===== config.mk =====
export PLATFORM = sky130hd
export DESIGN_NAME = pair_scheduler_flat
export DESIGN_NICKNAME = d
export VERILOG_FILES = /design/src/rtl/pair_scheduler_if.sv /design/src/rtl/pair_scheduler.sv /design/src/flat_wrapper.sv
export SDC_FILE = /design/constraint.sdc
export NUM_CORES = 1
export LEC_CHECK = 0
export CAP_MARGIN = 20
export CORE_MARGIN = 2
export CORE_UTILIZATION = 42
export CTS_BUF_LIST = sky130_fd_sc_hd__clkbuf_2
export CTS_CLUSTER_DIAMETER = 30
export DETAILED_ROUTE_END_ITERATION = 8
export GPL_TIMING_DRIVEN = 0
export PLACE_DENSITY = 0.66
export SKIP_LAST_GASP = 1
export SYNTH_ARGS = -nofsm -noshare
export SYNTH_HDL_FRONTEND = slang
export SYNTH_SLANG_ARGS = --single-unit

===== constraint.sdc =====
create_clock -name clk -period 2.4 [get_ports clk]
set_input_delay 0.36 -clock clk [delete_from_list [all_inputs] [get_ports clk]]
set_output_delay 0.36 -clock clk [all_outputs]
set_load 0.005 [all_outputs]

===== src/rtl/pair_scheduler_if.sv =====
// Pair issue / response channel between the scheduler and the
// distance/insert pipeline.
interface pair_scheduler_if #(
    parameter int IDX_W = 10
);
    logic             pair_valid;
    logic             pair_ready;
    logic [IDX_W-1:0] pair_i;
    logic [IDX_W-1:0] pair_j;
    logic             pair_last;
    logic             rsp_valid;

    modport master (
        output pair_valid,
        output pair_i,
        output pair_j,
        output pair_last,
        input  pair_ready,
        input  rsp_valid
    );

    modport slave (
        input  pair_valid,
        input  pair_i,
        input  pair_j,
        input  pair_last,
        output pair_ready,
        output rsp_valid
    );
endinterface


===== src/rtl/pair_scheduler.sv =====
// Enumerates all pairs i<j over N elements, issues them downstream
// under a credit limit and reports completion once all are answered.
module pair_scheduler #(
    parameter int MAX_ELEM        = 1000,
    parameter int IDX_W           = 10,
    parameter int CNT_W           = 20,
    parameter int MAX_OUTSTANDING = 4
) (
    input  logic               clk,
    input  logic               rst,
    input  logic               start,
    input  logic [IDX_W:0]     num_elem,
    input  logic               abort,
    pair_scheduler_if.master   bus,
    output logic               busy,
    output logic               done,
    output logic               aborted,
    output logic               err,
    output logic [CNT_W-1:0]   pair_count
);

    localparam int OUT_W = $clog2(MAX_OUTSTANDING + 1);

    typedef enum logic [1:0] {
        IDLE,
        ISSUE,
        DRAIN,
        DONE
    } state_t;

    state_t           state;
    state_t           state_nx;
    logic [IDX_W-1:0] idx_i;
    logic [IDX_W-1:0] idx_j;
    logic [IDX_W:0]   n_reg;
    logic [IDX_W:0]   n_eff;
    logic [OUT_W-1:0] outstanding;
    logic             credit_ok;
    logic             at_last_j;
    logic             last_pair;
    logic             offer;
    logic             xfer;
    logic             accept_start;

    // Element count is clamped to the largest supported table.
    assign n_eff = (num_elem > (IDX_W+1)'(MAX_ELEM))
                 ? (IDX_W+1)'(MAX_ELEM) : num_elem;

    // Credits come only from the registered counter, never bypassed.
    assign credit_ok = outstanding < OUT_W'(MAX_OUTSTANDING);
    assign at_last_j = {1'b0, idx_j} == n_reg - 1'b1;
    assign last_pair = at_last_j
                    && ({1'b0, idx_i} == n_reg - 2'd2);
    assign xfer      = offer && bus.pair_ready;

    // State register.
    always_ff @(posedge clk or posedge rst) begin
        if (rst) begin
            state <= IDLE;
        end else begin
            state <= state_nx;
        end
    end

    // Next-state decode and state-derived outputs.
    always_comb begin
        state_nx       = state;
        offer          = 1'b0;
        accept_start   = 1'b0;
        busy           = 1'b0;
        done           = 1'b0;
        bus.pair_valid = 1'b0;
        bus.pair_last  = 1'b0;
        bus.pair_i     = idx_i;
        bus.pair_j     = idx_j;
        unique case (state)
            IDLE: begin
                if (start) begin
                    accept_start = 1'b1;
                    state_nx = (n_eff >= (IDX_W+1)'(2)) ? ISSUE : DONE;
                end
            end
            ISSUE: begin
                busy = 1'b1;
                if (abort) begin
                    state_nx = DRAIN;
                end else begin
                    offer = credit_ok;
                    if (offer && bus.pair_ready && last_pair) begin
                        state_nx = DRAIN;
                    end
                end
            end
            DRAIN: begin
                busy = 1'b1;
                if (outstanding == '0) begin
                    state_nx = DONE;
                end
            end
            DONE: begin
                done     = 1'b1;
                state_nx = IDLE;
            end
            default: state_nx = IDLE;
        endcase
        bus.pair_valid = offer;
        bus.pair_last  = offer && last_pair;
    end

    // Pair indices, run count and status flags.
    always_ff @(posedge clk or posedge rst) begin
        if (rst) begin
            idx_i      <= '0;
            idx_j      <= '0;
            n_reg      <= '0;
            pair_count <= '0;
            aborted    <= 1'b0;
            err        <= 1'b0;
        end else begin
            if (bus.rsp_valid && outstanding == '0) begin
                err <= 1'b1;
            end
            if (state == ISSUE && abort) begin
                aborted <= 1'b1;
            end
            if (accept_start) begin
                n_reg      <= n_eff;
                idx_i      <= '0;
                idx_j      <= IDX_W'(1);
                pair_count <= '0;
                aborted    <= 1'b0;
                err        <= 1'b0;
            end else if (xfer) begin
                pair_count <= pair_count + 1'b1;
                if (at_last_j) begin
                    idx_i <= idx_i + 1'b1;
                    idx_j <= idx_i + IDX_W'(2);
                end else begin
                    idx_j <= idx_j + 1'b1;
                end
            end
        end
    end

    // Outstanding credit counter; a spurious response never underflows it.
    always_ff @(posedge clk or posedge rst) begin
        if (rst) begin
            outstanding <= '0;
        end else begin
            case ({xfer, bus.rsp_valid})
                2'b10: outstanding <= outstanding + 1'b1;
                2'b01: begin
                    if (outstanding != '0) begin
                        outstanding <= outstanding - 1'b1;
                    end
                end
                default: outstanding <= outstanding;
            endcase
        end
    end

endmodule


===== src/flat_wrapper.sv =====
// flat-port wrapper written by rule: the top's interface ports become plain ports
module pair_scheduler_flat 
#(
    parameter int MAX_ELEM        = 1000,
    parameter int IDX_W           = 10,
    parameter int CNT_W           = 20,
    parameter int MAX_OUTSTANDING = 4
)
  (clk, rst, start, num_elem, abort, busy, done, aborted, err, pair_count, bus_pair_valid, bus_pair_i, bus_pair_j, bus_pair_last, bus_pair_ready, bus_rsp_valid);
  pair_scheduler_if #(.IDX_W(IDX_W)) bus_i ();
  input  logic clk;
  input  logic rst;
  input  logic start;
  input  logic [IDX_W:0] num_elem;
  input  logic abort;
  output logic busy;
  output logic done;
  output logic aborted;
  output logic err;
  output logic [CNT_W-1:0] pair_count;
  output wire logic [$bits(bus_i.pair_valid)-1:0] bus_pair_valid;
  output wire logic [$bits(bus_i.pair_i)-1:0] bus_pair_i;
  output wire logic [$bits(bus_i.pair_j)-1:0] bus_pair_j;
  output wire logic [$bits(bus_i.pair_last)-1:0] bus_pair_last;
  input wire logic [$bits(bus_i.pair_ready)-1:0] bus_pair_ready;
  input wire logic [$bits(bus_i.rsp_valid)-1:0] bus_rsp_valid;
  assign bus_pair_valid = bus_i.pair_valid;
  assign bus_pair_i = bus_i.pair_i;
  assign bus_pair_j = bus_i.pair_j;
  assign bus_pair_last = bus_i.pair_last;
  assign bus_i.pair_ready = bus_pair_ready;
  assign bus_i.rsp_valid = bus_rsp_valid;
  pair_scheduler #(.MAX_ELEM(MAX_ELEM), .IDX_W(IDX_W), .CNT_W(CNT_W), .MAX_OUTSTANDING(MAX_OUTSTANDING)) u_core (.clk(clk), .rst(rst), .start(start), .num_elem(num_elem), .abort(abort), .bus(bus_i), .busy(busy), .done(done), .aborted(aborted), .err(err), .pair_count(pair_count));
endmodule

# [Yosys cells after proc, flatten, opt, wreduce, memory -nomap -nowiden]
# Cells that the tools add are included.
[op_classes] n_reduce_logical=19 mux=27 eq_ne=11 add_sub_neg=8 n_lt_le_gt_ge=3
[ops] operator="$mux 10" count=6
[ops] operator="$mux 20" count=2
[ops] operator="$eq 10x11->1" count=2
[ops] operator="$add 10x1->10 const B" count=2
[ops] operator="$add 20x1->20 const B" count=1
[ops] operator="$ge 11x2->1 const B" count=1
[ops] operator="$gt 11x10->1 const B" count=1
[ops] operator="$mux 11" count=1
[ops] operator="$sub 11x1->11 const B" count=1
[ops] operator="$sub 11x2->11 const B" count=1
[ops] operator="$add 10x2->10 const B" count=1
[ops] operator="$mux 1" count=10
[ops] operator="$mux 2" count=5
[ops] operator="$reduce_bool 2->1" count=5
[ops] operator="$pmux 2 s4" count=1
[ops] operator="$logic_and 1x1->1" count=7
[ops] operator="$eq 2x2->1 const B" count=3
[ops] operator="$pmux 3 s2" count=1
[ops] operator="$eq 2x1->1 const B" count=2
[ops] operator="$ne 2x1->1 const B" count=2
[ops] operator="$reduce_and 2->1" count=2
[ops] operator="$add 3x1->3 const B" count=1
[ops] operator="$logic_not 3->1" count=1
[ops] operator="$lt 3x3->1 const B" count=1
[ops] operator="other kinds (8)" count=8
[word_totals] word_cells=76 out_inout_bits=46 regBits=58 input_bits=17

# [Depth between registers and ports, before layout]
[logic_depth] ltp_word=7 depth_mapped=11 ltp_nobuf=9

# [Worst setup path after synthesis]
# Ideal clock, no wire load.
[synth_path] path_kind="register to output" startpoint="reg u_core.n_reg[2]" endpoint="out bus_pair_last" t_arrival_ns=2.284 required_time_ns=2.040 n_path_buf=2 setup_slack_ns=-0.244 path_stages_with_launch=11 path_cell_list="dfrtp_1 inv_1 ha_1 buf_6 nor2b_1 xnor2_1 o211ai_1 a221oi_2 nand3_4 buf_2 nor4_1"
[synth_via] elab_chain_len=4 elab_cells_between_ends=6 cone_classes="2 x add/sub; 2 x eq/ne; 2 x reduce/logical"
[synth_lines] item="start, declared" line="pair_scheduler.sv:35" text="logic [IDX_W:0] n_reg;"
[synth_lines] item="start signal, assigned" line="pair_scheduler.sv:127" text="n_reg <= n_eff;"
[synth_lines] item="$sub 11x1->11 or $sub 11x2->11 (tied branches)" line="pair_scheduler.sv:51, pair_scheduler.sv:53"
[synth_lines] item="$eq 10x11->1 (on tied branches)" line="pair_scheduler.sv:51, pair_scheduler.sv:53"
[synth_lines] item="$logic_and 1x1->1 *" line="pair_scheduler.sv:53" text="&& ({1'b0, idx_i} == n_reg - 2'd2);"
[synth_lines] item="$logic_and 1x1->1 *" line="pair_scheduler.sv:107" text="bus.pair_last = offer && last_pair;"
[synth_lines] item="end, declared" line="flat_wrapper.sv:24" text="output wire logic [$bits(bus_i.pair_last)-1:0] bus_pair_last;"
# Every way passes the cells marked *; elsewhere a longest branch is shown, timed or not.

# [Worst setup path in the final report]
[layout_path] startpoint="reg u_core.n_reg[1]" endpoint="out bus_pair_last"
# The elaborated chain is that of the path after synthesis.

==> flow_summary.yaml <==
logic_synthesis:
  synth_top_family_by_area: "simple AND/OR/NAND/NOR gates"
  syn-num-nets: 469
  synthDistinctLibCells: 69
  yosys_warnings: 0
  synth_top_area_cell: "dfrtp_1"
  synth_ff_type: "dfrtp_1"
  yosys.area_share.adder_pct: 3.97
  synth_compound_area_share_pct: 15.8
  synth_xor_area_share_pct: 11.0
  syn_avg_cell_area_um2: 9.02
  ys_top_cells_by_area: "dfrtp_1 37%, xor2_1 7.1%, nand3_1 4.3%"
  synth-simple-area-share_pct: 25.9
  synth_mux_area_share_pct: 0.757
  syn-instance-count: 440
  ys_seq_elements: 58
  synthArstFlopShare_pct: 100
  ys_seq_area_share_pct: 36.6
  syn_area_um2: 3970
  synth.top_cell.area_share_pct: 36.6
  synth-edff-count: 0
grt:
  first_global_vias: 3665
  grt_max_degree: 43
  grt.overflow.total: 0
  antenna_found_initial: 0
  grt_usage_pct: 22.4
  grt_pass1_wl_um: 18200
worst_setup_path:
  worstSetupStartpointType: "flip-flop"
  reg2reg_slack_ns: -0.32
  r2r_cells: 12
  crit_type: "flip-flop to primary output"
  reg2reg_to: "u_core.bus.pair_i[8]"
  crit_fanout: 4
  end_kind: "primary output"
  r2r-start: "u_core.n_reg[1]"
  worstPathRequired_ns: 2.04
  arrival_ns: 2.80
place:
  hpwl_um: 7760
  port_buffers: 62
  place_congestion: 0.874
  placed_area_um2: 4780
timing:
  setup_violations: 22
  period_minus_slack_ns: 3.16
  finalHoldViolations: 0
  final.setup.tns_ns: -4.25
  fin_crit_sh_pct: 132
  slew_headroom_pct: 54.4
  fmax_mhz: 317
  maxSlewViolCount: 0
  final.setup.worst_slack_ns: -0.757
  fin_worst_skew_ns: 0.0302
  rsz0062_at_grt: "true"
  worst_pin_slew_ns: 0.684
route:
  drt_iter0_drc: 238
  wirelength_um: 11400
  detail-route-antenna-nets: 0
  drc: 0
  wl_per_cell_um: 17.3
  dr.pass1.iters: 5
  vias_per_cell: 5.74
  via_count: 3779
clock_network:
  cts-root-buf: "clkbuf_2"
  htree_levels: 3
  clk_latency_ns: 0.53
  cts.path.max_buffers: 2
  cts_tree: "built"
  clock-sinks: 58
  clk_pin_slew_worst_paths_ns: 0.22
  numCtsBuffers: 9
pwr:
  power.leakage_nw: 2.28
  power_density_nw_per_um2: 923
  peakVddDrop_v: 0.000481
cells_and_area:
  n_antenna_cell: 0
  largest_reg_flops: 20
  layout-drive-gt1-share_pct: 24.5
  stdcell_area_um2: 5500
  syn_to_final_growth_pct: 38.6
  fillCellCount: 758
  nets: 571
floorplanning:
  die_area_um2: 10200
  initial_utilization_pct: 43.2
  rows: 35
  die_h_um: 101
  die_x_um: 101
  io_pins: 63
  fp.coreArea_um2: 9200
status:
  status: "finished with violations"
  violations: "setup timing"
min_path:
  worstHoldPathType: "primary input to async pin"
run:
  cap_violations: 0
==> report_power, final <==
group	leakage, nW	internal (mW)	switching (mW)
combinational	1.45	1.36	1.39
sequential	0.731	1.18	0.250
clock	0.0971	0.460	0.441
==> cells by family (layout without fill, tap and decap cells) <==
logic type / Yosys count / in the layout
and+or+nand+nor: 188 / 188
AOI/OAI and AO/OA: 87 / 87
DFF: 58 / 58
xor gates and xnor gates: 49 / 49
buffers and inverters: 43 / 150
adders and majority gates: 12 / 12
muxes: 3 / 3
==> cell type report <==
cell class              count  area [µm²]  area share (%)
multi-input cells         339        2580            46.9
well taps                 111         139            2.53
clock inverters             7         125            2.27
plain buffers              25         183            3.32
inverters                  14        52.6           0.955
clock buffers               9        45.0           0.819
repair buffers             95         923            16.8
flip-flops and latches     58        1450            26.4
==> worst max-delay path: stages, from the launching register on <==
cell and delay [ns]:
dfrtp_1 0.42, inv_2 0.11, ha_4 0.15, nor3b_4 0.28, nand2_2 0.10, xnor2_2 0.16
a2111oi_4 0.37, nand3_4 0.14, buf_8 0.14, nor4_4 0.26, buf_2 0.16
==> worst max-delay path by stage <==
stage	start	to	slack, ns	cells past startpoint
after detailed placement	u_core.n_reg[2]	bus_pair_last	-0.94	11
after global routing	u_core.n_reg[1]	bus_pair_last	-0.88	10
after floorplan	u_core.n_reg[2]	bus_pair_last	-0.07	10
after CTS	u_core.n_reg[0]	bus_pair_last	-0.71	10
final	u_core.n_reg[1]	bus_pair_last	-0.76	10
after global placement	u_core.n_reg[1]	bus_pair_last	-0.93	11
==> placed cells by master (no fill, tap or decap), types with 5 or more instances in the layout <==
cell / n
a21oi_1: 13
ha_1: 8
o21ai_0: 15
inv_2: 5
a21oi_2: 9
a31oi_1: 9
nor3_1: 10
dfrtp_1: 56
inv_1: 9
nand3b_1: 6
and3_1: 6
nand4_1: 10
nand3_1: 33
xnor2_1: 14
clkdlybuf4s50_1: 60
clkbuf_2: 10
buf_4: 27
nand2_1: 32
buf_6: 11
clkbuf_1: 10
or3_4: 5
nor2_1: 37
xor2_1: 31
o22a_1: 5
==> Yosys cell counts (2+ instances only) <==
master	instances
a22oi_1	6
inv_1	14
nor4b_1	2
o31ai_1	3
xor2_1	32
nor3b_1	2
or3_1	8
o22a_1	5
or2_2	2
ha_1	11
mux2i_1	3
nand4b_1	2
nand3_1	34
and4_1	2
buf_2	6
a21oi_1	22
a31oi_1	9
o21ai_0	20
a41oi_1	2
xnor2_1	16
buf_6	7
clkbuf_1	11
dfrtp_1	58
and3_1	7
nor3_1	12
nand4_1	10
a2111oi_4	2
o211ai_1	3
nand2_1	36
nand2b_1	2
nor2_1	38
or4_1	3
and2_1	3
nor2b_1	2
nand3b_1	6
nor4_1	6
==> per-stage QoR <==
stage               cells  setup WS (ns)  utilization [%]  power (mW)  hold slack [ns]
global placement      613         -0.933             51.8        3.63            0.483
global route          658         -0.879             59.8        5.40            0.104
finish                658         -0.757             59.8        5.08           0.0923
floorplan             440        -0.0719                -        3.01            0.465
detailed placement    614         -0.941             52.0        3.70            0.490
CTS                   650         -0.711             57.1        4.91           0.0825
==> layer usage <==
metal,up-vias,GRT usage [%],part of all wire (%)
met5,-,0,0
met4,0,8.11,1.1
met3,8,2.69,4.6
met2,112,37.4,50
met1,1875,30.0,44
li1,1784,-,-
==> what timing repair did <==
action / 4_1_cts / 5_1_grt
hold buffers: 0 / 0
resized for setup: 38 / 47
pin swaps: 15 / 32
endpoints found under the setup margin: 30 / 26
buffers inserted: 22 / 10
gates cloned: 1 / 1
No activity file was read; power rests on OpenSTA's default activity.
